===== src/rtl/sync_fifo_pkg.sv =====
// rtl/sync_fifo_pkg.sv - shared constants, helpers and types for sync_fifo_flags
//
// Purpose: default geometry of the FIFO, a constant-foldable ceil(log2)
// helper used to size pointers, and the occupancy type for the default depth.
// Optional feature macro used by this slice: SYNC_FIFO_FWFT_EN.

package sync_fifo_pkg;

  localparam int DEFAULT_DATA_WIDTH = 8;
  localparam int DEFAULT_FIFO_DEPTH = 16;

  // ceil(log2(value)); returns 0 for value <= 1.
  function automatic int clog2(input int value);
    int r;
    r = 0;
    while ((1 << r) < value) begin
      r = r + 1;
    end
    return r;
  endfunction

  // Occupancy needs one bit more than a pointer so that "full" (== depth)
  // is representable alongside 0..depth-1.
  typedef logic [clog2(DEFAULT_FIFO_DEPTH):0] level_t;

endpackage


===== src/rtl/fifo_ram.sv =====
// rtl/fifo_ram.sv - simple dual-port storage array for sync_fifo_flags
//
// Purpose: one write port, one read port. The read port offers both a
// registered output (updated only when rd_en_i is high, reset to zero) and
// an asynchronous output of the addressed word for first-word-fall-through.
// The array itself is never reset.
//
// Ports:
//   clk              clock, rising edge
//   rst_n            synchronous active-low reset (registered read data only)
//   wr_en_i          write strobe
//   wr_addr_i        write address
//   wr_data_i        write word
//   rd_en_i          load the registered read output
//   rd_addr_i        read address
//   rd_data_o        registered read word
//   rd_data_async_o  combinational read word at rd_addr_i

module fifo_ram
  import sync_fifo_pkg::*;
#(
  parameter  int DATA_WIDTH = DEFAULT_DATA_WIDTH,
  parameter  int FIFO_DEPTH = DEFAULT_FIFO_DEPTH,
  localparam int ADDR_WIDTH = clog2(FIFO_DEPTH)
) (
  input  logic                  clk,
  input  logic                  rst_n,
  input  logic                  wr_en_i,
  input  logic [ADDR_WIDTH-1:0] wr_addr_i,
  input  logic [DATA_WIDTH-1:0] wr_data_i,
  input  logic                  rd_en_i,
  input  logic [ADDR_WIDTH-1:0] rd_addr_i,
  output logic [DATA_WIDTH-1:0] rd_data_o,
  output logic [DATA_WIDTH-1:0] rd_data_async_o
);

  logic [DATA_WIDTH-1:0] mem_q [FIFO_DEPTH];
  logic [DATA_WIDTH-1:0] rd_data_q;
  logic [DATA_WIDTH-1:0] rd_data_d;

  // Storage is deliberately left out of reset: stale contents are never
  // observable because the pointers and level are reset instead.
  always_ff @(posedge clk) begin
    if (wr_en_i) begin
      mem_q[wr_addr_i] <= wr_data_i;
    end
  end

  assign rd_data_async_o = mem_q[rd_addr_i];

  // Read register holds its value between pops.
  always_comb begin
    rd_data_d = rd_data_q;
    if (rd_en_i) begin
      rd_data_d = mem_q[rd_addr_i];
    end
  end

  always_ff @(posedge clk) begin
    if (!rst_n) begin
      rd_data_q <= '0;
    end else begin
      rd_data_q <= rd_data_d;
    end
  end

  assign rd_data_o = rd_data_q;

endmodule


===== src/rtl/sync_fifo_flags.sv =====
// rtl/sync_fifo_flags.sv - single-clock FIFO with occupancy, thresholds and error pulses
//
// Purpose: parametrised synchronous FIFO between producer and consumer
// pipelines in one clock domain. Tracks occupancy in a single counter,
// derives full/empty/almost flags from it, and pulses overflow/underflow
// for each rejected request.
//
// Optional feature macro: SYNC_FIFO_FWFT_EN
//   undefined : rd_data is registered, rd_valid pulses one cycle after an
//               accepted read (1-cycle latency).
//   defined   : first-word-fall-through; rd_data shows the head word whenever
//               the FIFO is not empty, rd_valid = !empty, rd_en pops.
//
// Ports:
//   clk           clock, rising edge
//   rst_n         synchronous active-low reset
//   wr_en         write request
//   wr_data       write word
//   rd_en         read request (pop in FWFT mode)
//   rd_data       read word
//   rd_valid      rd_data holds a newly popped word (head valid in FWFT)
//   full          level == FIFO_DEPTH
//   empty         level == 0
//   almost_full   level >= AF_THRESH
//   almost_empty  level <= AE_THRESH
//   level         current occupancy, 0..FIFO_DEPTH
//   overflow      one-cycle pulse: write rejected
//   underflow     one-cycle pulse: read rejected

module sync_fifo_flags
  import sync_fifo_pkg::*;
#(
  parameter  int DATA_WIDTH = DEFAULT_DATA_WIDTH,
  parameter  int FIFO_DEPTH = DEFAULT_FIFO_DEPTH,
  parameter  int AF_THRESH  = FIFO_DEPTH - 2,
  parameter  int AE_THRESH  = 2,
  localparam int ADDR_WIDTH = clog2(FIFO_DEPTH)
) (
  input  logic                  clk,
  input  logic                  rst_n,
  input  logic                  wr_en,
  input  logic [DATA_WIDTH-1:0] wr_data,
  input  logic                  rd_en,
  output logic [DATA_WIDTH-1:0] rd_data,
  output logic                  rd_valid,
  output logic                  full,
  output logic                  empty,
  output logic                  almost_full,
  output logic                  almost_empty,
  output logic [ADDR_WIDTH:0]   level,
  output logic                  overflow,
  output logic                  underflow
);

  localparam logic [ADDR_WIDTH:0] DEPTH_LVL = (ADDR_WIDTH+1)'(FIFO_DEPTH);
  localparam logic [ADDR_WIDTH:0] AF_LVL    = (ADDR_WIDTH+1)'(AF_THRESH);
  localparam logic [ADDR_WIDTH:0] AE_LVL    = (ADDR_WIDTH+1)'(AE_THRESH);

  logic [ADDR_WIDTH-1:0] wr_ptr_q, wr_ptr_d;
  logic [ADDR_WIDTH-1:0] rd_ptr_q, rd_ptr_d;
  logic [ADDR_WIDTH:0]   level_q,  level_d;
  logic                  overflow_q,  overflow_d;
  logic                  underflow_q, underflow_d;

  logic                  wr_acc;
  logic                  rd_acc;
  logic                  ram_rd_en;
  logic [DATA_WIDTH-1:0] ram_rd_data;
  logic [DATA_WIDTH-1:0] ram_rd_data_async;

  // Flags are pure compares of the registered level, so they reflect an
  // operation the cycle after it is accepted.
  assign full         = (level_q == DEPTH_LVL);
  assign empty        = (level_q == '0);
  assign almost_full  = (level_q >= AF_LVL);
  assign almost_empty = (level_q <= AE_LVL);
  assign level        = level_q;

  // Acceptance uses the pre-edge flags: a full FIFO drops a write even when a
  // read frees a slot in the same cycle, and an empty FIFO never bypasses.
  assign wr_acc = wr_en & ~full;
  assign rd_acc = rd_en & ~empty;

  always_comb begin
    wr_ptr_d    = wr_ptr_q;
    rd_ptr_d    = rd_ptr_q;
    level_d     = level_q;
    overflow_d  = wr_en & full;
    underflow_d = rd_en & empty;

    if (wr_acc) begin
      wr_ptr_d = wr_ptr_q + 1'b1;
    end
    if (rd_acc) begin
      rd_ptr_d = rd_ptr_q + 1'b1;
    end

    case ({wr_acc, rd_acc})
      2'b10:   level_d = level_q + 1'b1;
      2'b01:   level_d = level_q - 1'b1;
      default: level_d = level_q;
    endcase
  end

  always_ff @(posedge clk) begin
    if (!rst_n) begin
      wr_ptr_q    <= '0;
      rd_ptr_q    <= '0;
      level_q     <= '0;
      overflow_q  <= 1'b0;
      underflow_q <= 1'b0;
    end else begin
      wr_ptr_q    <= wr_ptr_d;
      rd_ptr_q    <= rd_ptr_d;
      level_q     <= level_d;
      overflow_q  <= overflow_d;
      underflow_q <= underflow_d;
    end
  end

  assign overflow  = overflow_q;
  assign underflow = underflow_q;

  fifo_ram #(
    .DATA_WIDTH (DATA_WIDTH),
    .FIFO_DEPTH (FIFO_DEPTH)
  ) u_ram (
    .clk             (clk),
    .rst_n           (rst_n),
    .wr_en_i         (wr_acc),
    .wr_addr_i       (wr_ptr_q),
    .wr_data_i       (wr_data),
    .rd_en_i         (ram_rd_en),
    .rd_addr_i       (rd_ptr_q),
    .rd_data_o       (ram_rd_data),
    .rd_data_async_o (ram_rd_data_async)
  );

`ifdef SYNC_FIFO_FWFT_EN
  // Head word is shown combinationally; the registered read port is idle.
  logic [DATA_WIDTH-1:0] unused_ram_rd_data;

  assign ram_rd_en          = 1'b0;
  assign unused_ram_rd_data = ram_rd_data;
  assign rd_data            = ram_rd_data_async;
  assign rd_valid           = ~empty;
`else
  logic                  rd_valid_q;
  logic [DATA_WIDTH-1:0] unused_ram_rd_data_async;

  assign ram_rd_en                = rd_acc;
  assign unused_ram_rd_data_async = ram_rd_data_async;
  assign rd_data                  = ram_rd_data;

  always_ff @(posedge clk) begin
    if (!rst_n) begin
      rd_valid_q <= 1'b0;
    end else begin
      rd_valid_q <= rd_acc;
    end
  end

  assign rd_valid = rd_valid_q;
`endif

endmodule


===== config.mk =====
export PLATFORM = sky130hd
export DESIGN_NAME = sync_fifo_flags
export DESIGN_NICKNAME = d
export VERILOG_FILES = /design/src/rtl/sync_fifo_pkg.sv /design/src/rtl/fifo_ram.sv /design/src/rtl/sync_fifo_flags.sv
export SDC_FILE = /design/constraint.sdc
export NUM_CORES = 1
export LEC_CHECK = 0
export CAP_MARGIN = 20
export CORE_ASPECT_RATIO = 0.75
export CORE_MARGIN = 8
export CORE_UTILIZATION = 45
export CTS_CLUSTER_SIZE = 10
export DETAILED_ROUTE_END_ITERATION = 8
export PLACE_DENSITY_LB_ADDON = 0.1
export SETUP_SLACK_MARGIN = 0.4
export SYNTH_ARGS = -nofsm -noshare
export SYNTH_HDL_FRONTEND = slang
export SYNTH_SLANG_ARGS = --single-unit

===== constraint.sdc =====
create_clock -name clk -period 2.53 [get_ports clk]
set_input_delay 0.3795 -clock clk [delete_from_list [all_inputs] [get_ports clk]]
set_output_delay 0.3795 -clock clk [all_outputs]
set_load 0.01 [all_outputs]

==> flow_summary.ini <==
[run]
cap_violations = 0

[yosys]
yosysSeqAreaShare_pct = 70.0
synth_area_per_cell_um2 = 15.3
yosys_warnings = 0
synthAdderAreaFrac_pct = 1.82
synth_compound_area_share_pct = 6.36
netlist-cell-type-count = 41
synthXorXnorAreaFrac_pct = 1.28
synth_mux_area_share_pct = 10.9
syn_area_mm2 = 0.00618
syn-num-nets = 424
synth_cells = 403
synth_top_family_by_area = multiplexers
ys_ff_latch = 152
synthSimpleGateAreaFrac_pct = 6.89

[route]
met2_length_mm = 5.97
m1WireLength_mm = 6.31
dr.max_layer_used = met4
ant_nets = 0
wl_per_cell_um = 20.6
drt-total-wl_mm = 13.6
vias = 3467
drt_iter0_markers = 235
vias_per_cell = 5.26
drcViolationCount = 0
wl_met3_mm = 1.11
dr.pass1.iters = 4

[power]
power_mw = 7.06
irDropWorstVdd_uv = 582
p_leak_nw = 2.47
p_per_area_mw_per_mm2 = 937

[floorplanning]
dieHeight_um = 117
initial_core_util_pct = 45.5
rows = 37
core_mm2 = 0.0136
io_pins = 32
die_area_mm2 = 0.0178
chipWidth_um = 151

[clock_tree]
clk_pin_slew_ns = 0.06
postCtsHoldBufs = 0
worstSkewPairLatency_ns = 0.41
numCtsBuffers = 17
cts_root_buf = clkbuf_16
htree_levels = 4
cts_tree = yes
clk_path_buf_depth = 2
cts.sinks = 152

[timing]
maxSlewHeadroom_pct = 46.3
rsz0062_at_grt = yes
setup-violations-final = 0
worst_pin_slew_ns = 0.803
skew_ns = 0.0127
fmax_mhz = 466
period_needed_ns = 2.14
drv_slew = 0
whs_ns = 0.544
final-hold-violation-count = 0
fin_crit_sh_pct = 84.7

[placement]
place_congestion = 0.765
dp_hpwl_mm = 9.23
port_buffers = 31

[cells_and_area]
final_cell_mix = edfxtp_1 (128), mux2i_1 (67), buf_4 (36)
antenna_cells = 0
areaGrowthSynthToFinish_pct = 22.1
nNetsFinal = 492
layout_commonest_cell = edfxtp_1
layout-drive-gt1-share_pct = 18.6

[critical_path]
critPathKind = reg -> reg
cp.arrival_ns = 2.49
rr_endpoint = level[3]
cp-end-kind = flip-flop
cp.required_ns = 2.88
start_kind = flip-flop
critPathMaxFanout = 5
reg2reg_depth = 9
timing.reg2reg.setup_slack_ns = 0.39
crit_path_end = level[3]
timing.rr.start = level[3]
startpoint = level[3]

[status]
status = completed

[min_path]
worst_hold_path_type = reg -> reg

[grt]
antenna_found_initial = 0
grt_pass1_vias = 3535
grt_pass1_wl_mm = 20.8
grt.total_usage_pct = 15.9
grt_max_degree = 23
grt_overflow = 0
==> metrics by stage <==
step           util (%)  setup WS (ns)  instances  TNS, ns  area [µm²]
6_report           55.6          0.386        659        0        7540
5_1_grt            55.6          0.287        659        0        7540
3_5_place_dp       50.5         0.0368        618        0        6850
3_3_place_gp       50.5          0.118        618        0        6850
4_1_cts            55.3          0.296        657        0        7500
2_1_floorplan         -        -0.0118        403  -0.0118        6210
==> Yosys cell counts <==
library cell / n / area (µm²)
nand2b_1: 5 / 31.3
a21boi_4: 1 / 18.8
nand4b_1: 1 / 8.76
buf_2: 7 / 35.0
and2_2: 1 / 7.51
a22oi_1: 1 / 7.51
nor4_1: 8 / 50.1
a21boi_2: 1 / 11.3
or3_1: 2 / 12.5
clkbuf_2: 1 / 5.00
nand3b_1: 3 / 22.5
xnor2_1: 6 / 52.6
or4b_1: 1 / 10.0
a21oi_1: 12 / 60.1
nor2_1: 15 / 56.3
dfxtp_1: 24 / 480
nor3_1: 4 / 20.0
a2111oi_0: 1 / 8.76
buf_8: 1 / 15.0
nor4_4: 1 / 21.3
buf_6: 4 / 45.0
nor2b_1: 4 / 25.0
clkbuf_1: 6 / 22.5
a21o_1: 1 / 7.51
and3_1: 2 / 12.5
or3b_1: 1 / 8.76
inv_1: 5 / 18.8
o22ai_1: 34 / 213
ha_1: 9 / 113
nand3_1: 4 / 20.0
mux2i_1: 67 / 671
a21o_2: 1 / 8.76
edfxtp_1: 128 / 3840
nand2_1: 12 / 45.0
xor2_1: 3 / 26.3
buf_4: 4 / 30.0
nand4_1: 2 / 12.5
and2_1: 8 / 50.1
a21boi_0: 1 / 7.51
o21ai_0: 10 / 50.1
nand2_4: 1 / 11.3
==> what timing repair did <==
| item | in CTS | in global routing |
|---|---|---|
| cloned | 0 | 0 |
| resized for setup | 9 | 7 |
| pin swaps | 4 | 12 |
| setup endpoints to repair | 6 | 6 |
| setup buffers | 7 | 2 |
==> where the power goes <==
| group | total (mW) | leakage, nW | internal, mW | switching [mW] |
|---|---|---|---|---|
| clock network | 2.44 | 0.272 | 1.50 | 0.947 |
| registers | 3.02 | 1.35 | 2.90 | 0.117 |
| logic | 1.60 | 0.843 | 0.779 | 0.822 |
| total | 7.06 | 2.47 | 5.18 | 1.89 |
==> registers in the layout, indices dropped and copies added (netlist names) <==
| register | flops |
|---|---|
| level | 5 |
| overflow | 1 |
| rd_ptr_q | 4 |
| rd_valid | 1 |
| u_ram.mem_q | 128 |
| u_ram.rd_data_o | 8 |
| underflow | 1 |
| wr_ptr_q | 4 |
==> cell type report <==
class	count	area (µm²)
Clock inverter	12	125
Sequential cell	152	4330
Tap cell	175	219
Multi-Input combinational cell	223	1740
Fill cell	1103	6020
Clock buffer	20	457
Timing Repair Buffer	72	652
Inverter	5	18.8
==> critical path: stages (launching register included) <==
cell and delay, ns:
dfxtp_2 0.33, nor4_4 0.28, buf_6 0.16, a21boi_4 0.06, ha_4 0.18, buf_6 0.13, ha_4 0.24, buf_4 0.13
or4b_1 0.50, nand3_1 0.08
==> cells by family (layout without fill, tap and decap cells) <==
kind of cell | after synthesis | after routing
DFF | 152 | 152
and+or+nand+nor | 75 | 75
muxes | 67 | 67
AOI/OAI and AO/OA | 63 | 63
buffers and inverters | 28 | 109
adders and majority gates | 9 | 9
xor gates and xnor gates | 9 | 9
==> routing by layer <==
metal | track usage, % | vias to the layer above
met1 | 22.9 | 1684
li1 | - | 1689
met4 | 5.18 | 0
met3 | 4.69 | 16
met5 | 0 | -
met2 | 22.6 | 78
==> worst min-delay path by stage <==
stage / cells past startpoint / startpoint / endpoint / slack, ns
after CTS: 2 / u_ram.rd_data_o[6] / u_ram.rd_data_o[6] / 0.54
after global routing: 2 / u_ram.rd_data_o[3] / u_ram.rd_data_o[3] / 0.57
after floorplan: 0 / wr_data[0] / u_ram.mem_q[0][0] / 0.48
final: 2 / u_ram.rd_data_o[3] / u_ram.rd_data_o[3] / 0.54
after global placement: 2 / u_ram.rd_data_o[6] / u_ram.rd_data_o[6] / 0.53
after detailed placement: 2 / u_ram.rd_data_o[6] / u_ram.rd_data_o[6] / 0.54
(Power assumes the default switching activity.)
